[src/rtl/gray_serial_sched.sv]
// gray_serial_sched: two-requester round-robin scheduler feeding a shared
// bit-serial, MSB-first Gray-to-binary converter. One word is accepted in
// IDLE, shifted for WIDTH cycles, then presented for a single DONE cycle.
module gray_serial_sched #(
    parameter int unsigned WIDTH = 5
) (
    input  logic             clk,
    input  logic             rst,
    input  logic             req0,
    input  logic [WIDTH-1:0] din0,
    input  logic             req1,
    input  logic [WIDTH-1:0] din1,
    output logic [1:0]       gnt,
    output logic             busy,
    output logic [WIDTH-1:0] dout,
    output logic             dout_valid,
    output logic             dout_id
);

    localparam int unsigned CW = (WIDTH > 2) ? $clog2(WIDTH) : 1;

    localparam logic [1:0] StIdle  = 2'd0;
    localparam logic [1:0] StShift = 2'd1;
    localparam logic [1:0] StDone  = 2'd2;

    logic [1:0]       state_q;
    logic             rr_ptr_q;
    logic [WIDTH-1:0] sreg_q;
    logic [WIDTH-1:0] res_q;
    logic             acc_q;
    logic [CW-1:0]    cnt_q;
    logic             id_q;
    logic [WIDTH-1:0] dout_q;
    logic             dout_id_q;

    logic             win;
    logic             bit_b;
    logic             cnt_last;
    logic [WIDTH-1:0] res_next;

    // Arbitration: a lone requester wins outright, a tie goes to rr_ptr.
    // Grants are suppressed while reset is being applied.
    always_comb begin
        win = 1'b0;
        gnt = 2'b00;
        if (state_q == StIdle && !rst) begin
            if (req0 && req1) begin
                win = rr_ptr_q;
            end else if (req1) begin
                win = 1'b1;
            end else begin
                win = 1'b0;
            end
            if (req0 || req1) begin
                gnt = win ? 2'b10 : 2'b01;
            end
        end
    end

    // Serial conversion datapath: each binary bit is the running XOR of Gray bits.
    always_comb begin
        bit_b    = acc_q ^ sreg_q[WIDTH-1];
        res_next = {res_q[WIDTH-2:0], bit_b};
        cnt_last = (cnt_q == CW'(WIDTH - 1));
    end

    // Status outputs decoded from the state register.
    always_comb begin
        busy       = (state_q == StShift) || (state_q == StDone);
        dout_valid = (state_q == StDone) && !rst;
        dout       = dout_q;
        dout_id    = dout_id_q;
    end

    // Sequencer and datapath registers.
    always_ff @(posedge clk) begin
        if (rst) begin
            state_q   <= StIdle;
            rr_ptr_q  <= 1'b0;
            sreg_q    <= '0;
            res_q     <= '0;
            acc_q     <= 1'b0;
            cnt_q     <= '0;
            id_q      <= 1'b0;
            dout_q    <= '0;
            dout_id_q <= 1'b0;
        end else begin
            unique case (state_q)
                StIdle: begin
                    if (gnt != 2'b00) begin
                        sreg_q   <= win ? din1 : din0;
                        res_q    <= '0;
                        acc_q    <= 1'b0;
                        cnt_q    <= '0;
                        id_q     <= win;
                        rr_ptr_q <= ~win;
                        state_q  <= StShift;
                    end
                end
                StShift: begin
                    acc_q  <= bit_b;
                    res_q  <= res_next;
                    sreg_q <= sreg_q << 1;
                    cnt_q  <= cnt_q + CW'(1);
                    if (cnt_last) begin
                        // Publish on the last shift edge so DONE sees the result.
                        dout_q    <= res_next;
                        dout_id_q <= id_q;
                        state_q   <= StDone;
                    end
                end
                StDone: begin
                    state_q <= StIdle;
                end
                default: begin
                    state_q <= StIdle;
                end
            endcase
        end
    end

endmodule

[config.mk]
export PLATFORM = sky130hd
export DESIGN_NAME = gray_serial_sched
export DESIGN_NICKNAME = d
export VERILOG_FILES = /design/src/rtl/gray_serial_sched.sv
export SDC_FILE = /design/constraint.sdc
export NUM_CORES = 1
export LEC_CHECK = 0
export ABC_AREA = 1
export CORE_ASPECT_RATIO = 0.6
export CORE_MARGIN = 3
export CORE_UTILIZATION = 54
export CTS_BUF_LIST = sky130_fd_sc_hd__clkbuf_16
export CTS_CLUSTER_SIZE = 12
export DETAILED_ROUTE_END_ITERATION = 10
export PLACE_DENSITY = 0.86
export SYNTH_ARGS = -nofsm -noshare
export SYNTH_HDL_FRONTEND = slang
export SYNTH_SLANG_ARGS = --single-unit
[constraint.sdc]
create_clock -name clk -period 3.5 [get_ports clk]
set_input_delay 0.7 -clock clk [delete_from_list [all_inputs] [get_ports clk]]
set_output_delay 0.7 -clock clk [all_outputs]
set_load 0.005 [all_outputs]
==> results of run 1 <==
## cells by family after synthesis
kind of cell	Yosys count	share of synthesized area, %
compound gates	27	13.38
flops	22	36.78
fa+ha+maj	6	6.269
buf+inv	33	12.85
simple gates	73	29.99
xor+xnor	1	0.7316
## stage by stage
stage	hold WS [ps]	setup WS, ps	total power, mW	cell area [um^2]
after detailed placement	456.4	509.8	0.5142	1418
after global routing	488.7	417.7	0.8802	1523
after floorplan	439.7	1568	0.4665	1197
after CTS	464.0	509.5	0.8353	1523
after global placement	451.5	553.9	0.5050	1418
final	463.5	498.8	0.8341	1523
## worst register-to-register path: cells and delay by family, from the launching register on
kind            cells  cell delay (ps)
compound gates      2              380
fa+ha+maj           1              230
buf+inv             2              220
flops               1              360
simple gates        3              340
## state kept, by name, indices dropped and copies added, names as in the netlist
name      flops
cnt_q         3
dout          5
dout_id       1
id_q          1
res_q         4
rr_ptr_q      1
sreg_q        5
state_q       2
## worst min path at each step
| stage | start | end | slack, ps | depth (start not counted) |
|---|---|---|---|---|
| floorplan | id_q | id_q | 440 | 2 |
| global placement | dout[1] | dout[1] | 450 | 2 |
| detailed placement | dout[1] | dout[1] | 460 | 2 |
| CTS | dout[3] | dout[3] | 460 | 2 |
| global route | id_q | id_q | 490 | 2 |
| finish | dout[3] | dout[3] | 460 | 2 |
## area by class of cell
cell class / instances / share of cell area, %
multi-input cells: 107 / 39.61
inverters: 25 / 6.163
clock inverters: 1 / 1.972
clock buffers: 3 / 4.930
repair buffers: 25 / 16.11
well taps: 28 / 2.301
flip-flops and latches: 22 / 28.92
## cells in the final DEF (no fill, tap or decap), types with 4 or more instances in the layout
cell type        synthesis  final
a21oi_1                 21     21
clkdlybuf4s50_1          0     23
dfxtp_1                 22     22
ha_1                     6      6
inv_1                   24     24
nand2_1                 32     32
nand3_1                 28     28
nand4_1                  5      5
o21bai_1                 4      4
## cells in the mapped netlist
cell / instances / area (um^2)
dfxtp_1: 22 / 440.4
nor2_1: 3 / 11.26
buf_8: 1 / 15.01
a21oi_2: 1 / 8.760
clkbuf_1: 2 / 7.510
nand3_1: 28 / 140.1
xor2_1: 1 / 8.760
buf_2: 3 / 15.01
nor2_8: 1 / 20.02
inv_1: 24 / 90.09
nand2_2: 1 / 6.260
nand4_1: 5 / 31.28
buf_6: 2 / 22.52
o21ai_4: 1 / 16.27
nor2_4: 1 / 11.26
inv_2: 1 / 3.750
a21oi_1: 21 / 105.1
ha_1: 6 / 75.07
nand2_4: 1 / 11.26
nand2_1: 32 / 120.1
o21bai_1: 4 / 30.03
nor3b_1: 1 / 7.510
## power groups by stage
stage | sequential (mW) | clock, mW | combinational, mW
2_1_floorplan | 0.287 | 0 | 0.179
3_3_place_gp | 0.289 | 0 | 0.216
3_5_place_dp | 0.290 | 0 | 0.224
4_1_cts | 0.285 | 0.322 | 0.228
5_1_grt | 0.287 | 0.337 | 0.256
6_report | 0.285 | 0.319 | 0.230
## layer usage
| metal | up-vias | GRT usage, % | part of all wire, % |
|---|---|---|---|
| li1 | 569 | - | - |
| met1 | 507 | 28.36 | 46 |
| met2 | 46 | 34.45 | 48 |
| met3 | 0 | 8.043 | 6.6 |
| met4 | 0 | 2.834 | 0 |
| met5 | - | 0 | 0 |
==> reports/summary.txt, run 1 <==
Wire per inst: 13.00 um
Critical R2R Capture: cnt_q[2]
Peak VDD IR: 432.8 uV
Final Slew Violations: 0
Number of I/O port buffers: 23
Nets: 204
Rows: 12
Worst path depth: 5
Die area: 2837 um^2
Antenna violation net count after detailed routing: 0
# diodes: 0
Post-DP HPWL: 1925 um
Share of cells above drive strength 1: 7.104%
Leak: 0.6580 nW
Placer congestion estimate: 0.8332
Buffers and inverters on the worst path: 3
Setup Buffers After CTS: 0
Final period utilization: 85.75%
Clock Skew: 2.991 ps
Status: finished, final reports clean
Core area: 1967 um^2
FF/Latch Area: 440.4 um^2
Initial Util: 60.88%
Setup crit start kind: input port
Post_cts resized: 0
Data required time of the worst path: 2800 ps
Critical path peak fanout: 7
Final WL: 2743 um
Fmax: 333.2 MHz
DRC: 0
Reg power frac: 34.2%
Final setup viols: 0
Via Count: 1122
Overflow after GRT: 0
Mapped Area: 1197 um^2
CTS Buf Count: 3
Die X: 66.79 um
Setup_tns: 0 ps
Worst skew pair latency: 260 ps
Clock Power Share: 38.2%
Final Hold Fails: 0
Worst-Margin Slew: 439.6 ps
Placed Instances: 207
CTS tree: built
First-pass GRT wire length: 4629 um
Distinct cell type count after synthesis: 22
R2R depth: 8
Avg Synthesized Cell Area: 7.391 um^2
Post-Synthesis Cells: 162
Post-synthesis sequential area ratio: 36.78%
Worst r2r src: state_q[0]
CP peak stage delay: 540 ps
Final min period: 3001 ps
CTS max path bufs: 2
Critical path data arrival time: 2300 ps
Fin cells: 211
Die Ht: 42.48 um
# IOs: 24
Crit. End Element: output pin
RSZ-0062 raised after global routing: no
R2R Setup Slk: 1860 ps
Fin util: 77.42%
Root Driver: clkbuf_16
Hold/Removal Path Class: register to register
Overall Global Routing Usage: 21.58%
Number of antenna violations at the first check in global routing: 0
Crit path kind: input port to output pin
Slew headroom: 70.58%
Combinational power share: 27.5%
Seq cells post-synth: 22
CP dominant cell by count: clkdlybuf4s50_1
Pwr/cell area: 547.8 nW/um^2
Via density: 5.318
Fill cells: 142
Syn nets: 182
Worst setup path start: rst
Critical path cell sequence: clkdlybuf4s50_1 -> nor2_8 -> nand3_1 -> inv_1 -> clkdlybuf4s50_1
P_sw: 251.6 uW
CTS clock-pin slew for the worst setup and hold paths: 60 ps
Starting DRT DRC Count: 103
Largest net degree at the start of global routing: 23
Sw frac: 30.17%
Clk sinks: 22
Int Pwr: 582.5 uW
CP max-delay cell: clkdlybuf4s50_1
Multi-input gate area: 603.1 um^2
Area grow syn2layout: 27.17%
Hold Buf Count CTS: 0
Max-cap viol count: 0
Vias in the first global route: 1035
H-tree depth: 1
Worst setup endpoint: gnt[1]
Yosys warning count: 0
CP top delay family: buffers and inverters
Drt first pass iters: 5
No activity file was read; power rests on OpenSTA's default activity.
==> run 2, diff against run 1 <==
--- a/config.mk
+++ b/config.mk
@@ -7,9 +7,9 @@
 export LEC_CHECK = 0
 export ABC_AREA = 1
 export CORE_ASPECT_RATIO = 0.6
-export CORE_MARGIN = 3
 export CORE_UTILIZATION = 54
 export CTS_BUF_LIST = sky130_fd_sc_hd__clkbuf_16
+export CTS_CLUSTER_DIAMETER = 60
 export CTS_CLUSTER_SIZE = 12
 export DETAILED_ROUTE_END_ITERATION = 10
 export PLACE_DENSITY = 0.86
==> constraint.sdc (replaced) <==
create_clock -name clk -period 3.5 [get_ports clk]
set_input_delay 1.05 -clock clk [delete_from_list [all_inputs] [get_ports clk]]
set_output_delay 1.05 -clock clk [all_outputs]
set_load 0.005 [all_outputs]
==> reports/summary.txt, run 2 (same netlist as run 1, synthesis figures left out) <==
Final Slew Violations: 0
Rows: 12
Die Ht: 38.48 um
# IOs: 24
CTS tree: built
Area grow syn2layout: 31.24%
Worst setup endpoint: gnt[0]
Int Pwr: 590.1 uW
Nets: 210
R2R depth: 9
Critical path peak fanout: 3
# diodes: 0
Fmax: 292.6 MHz
Share of cells above drive strength 1: 10.58%
Clk sinks: 22
Worst r2r src: state_q[0]
Fin util: 79.90%
Antenna violation net count after detailed routing: 0
Critical path data arrival time: 2370 ps
Post-DP HPWL: 1920 um
CTS Buf Count: 3
Initial Util: 60.88%
Most common cell after layout, fill and taps aside: nand2_1
Placer congestion estimate: 0.7697
Die area: 2416 um^2
Via density: 5.410
Worst-Margin Slew: 436.2 ps
Overflow after GRT: 0
Die X: 62.79 um
Setup crit start kind: input port
Multi-input gate area: 608.1 um^2
Largest net degree at the start of global routing: 23
Setup Buffers After CTS: 0
Data required time of the worst path: 2450 ps
Core area: 1967 um^2
Commonest non-fill, non-tap cells in the layout: nand2_1 (32), nand3_1 (28), inv_1 (24)
Fin Hold WS: 464.8 ps
Via Count: 1174
Final period utilization: 97.66%
Peak VDD IR: 377.7 uV
Critical R2R Capture: cnt_q[2]
Drt first pass iters: 4
Total power: 852.3 uW
P_sw: 262.2 uW
Overall Global Routing Usage: 27.53%
Starting DRT DRC Count: 102
Slew headroom: 70.81%
Status: finished, final reports clean
First-pass GRT wire length: 4926 um
Root Driver: clkbuf_16
FF/Latch Area: 440.4 um^2
Hold/Removal Path Class: register to register
Final min period: 3418 ps
Final Hold Fails: 0
Leak: 0.6899 nW
Pwr/cell area: 542.3 nW/um^2
H-tree depth: 1
Sw frac: 30.76%
R2R Setup Slk: 1650 ps
CTS max path bufs: 2
Worst setup path start: req0
Final setup viols: 0
Wire per inst: 13.73 um
Max-cap viol count: 0
Final WL: 2980 um
Fill cells: 133
CTS clock-pin slew for the worst setup and hold paths: 60 ps
Number of antenna violations at the first check in global routing: 0
Crit. End Element: output pin
Clock Power Share: 37.6%
Worst skew pair latency: 260 ps
Combinational power share: 28.7%
Vias in the first global route: 1093
DRC: 0
Crit path kind: input port to output pin
Clock Skew: 7.585 ps
Number of I/O port buffers: 23
Reg power frac: 33.7%
-- run 2: per-stage QoR --
stage	worst slack (ps)	setup TNS (ps)	cell area, um^2	std cells
finish	82.03	0	1572	217
global route	-8.642	-8.642	1572	217
CTS	66.23	0	1567	217
detailed placement	-23.51	-23.51	1463	213
global placement	-8.201	-8.201	1463	213
floorplan	867.9	0	1197	162
-- run 2: layout make-up --
type | instances | area share (%)
multi-input cells | 107 | 38.69
flip-flops and latches | 22 | 28.03
repair buffers | 31 | 18.39
inverters | 25 | 5.971
clock buffers | 3 | 4.777
well taps | 28 | 2.229
clock inverters | 1 | 1.911
-- run 2: worst max-delay path, stage by stage --
cell	delay [ps]
clkdlybuf4s50_1	520
nor3b_2	170
nand2_1	80
inv_1	60
clkdlybuf4s50_1	490
-- run 2: repair_timing --
item	CTS	global route
endpoints found under the hold margin	0	0
resized for setup	1	1
hold buffers	0	0
setup endpoints to repair	1	1
-- run 2: power groups by stage --
stage	sequential (mW)	clock [mW]	combinational (mW)
5_1_grt	0.289	0.330	0.270
3_5_place_dp	0.291	0	0.233
4_1_cts	0.286	0.321	0.241
6_report	0.287	0.320	0.245
3_3_place_gp	0.290	0	0.224
2_1_floorplan	0.287	0	0.179
-- run 2: worst min path at each step --
stage	startpoint	endpoint	slack, ps	cells past startpoint
2_1_floorplan	id_q	id_q	440	2
3_3_place_gp	dout[1]	dout[1]	450	2
3_5_place_dp	dout[3]	dout[3]	450	2
4_1_cts	dout[4]	dout[4]	470	2
5_1_grt	dout[0]	dout[0]	480	2
6_report	dout[4]	dout[4]	460	2
-- run 2: layer usage --
layer | GRT usage, % | up-vias | routed length, um
met4 | 4.651 | 0 | 34
li1 | - | 584 | -
met3 | 7.440 | 9 | 179
met5 | 0 | - | 0
met1 | 32.43 | 534 | 1341
met2 | 52.17 | 47 | 1425
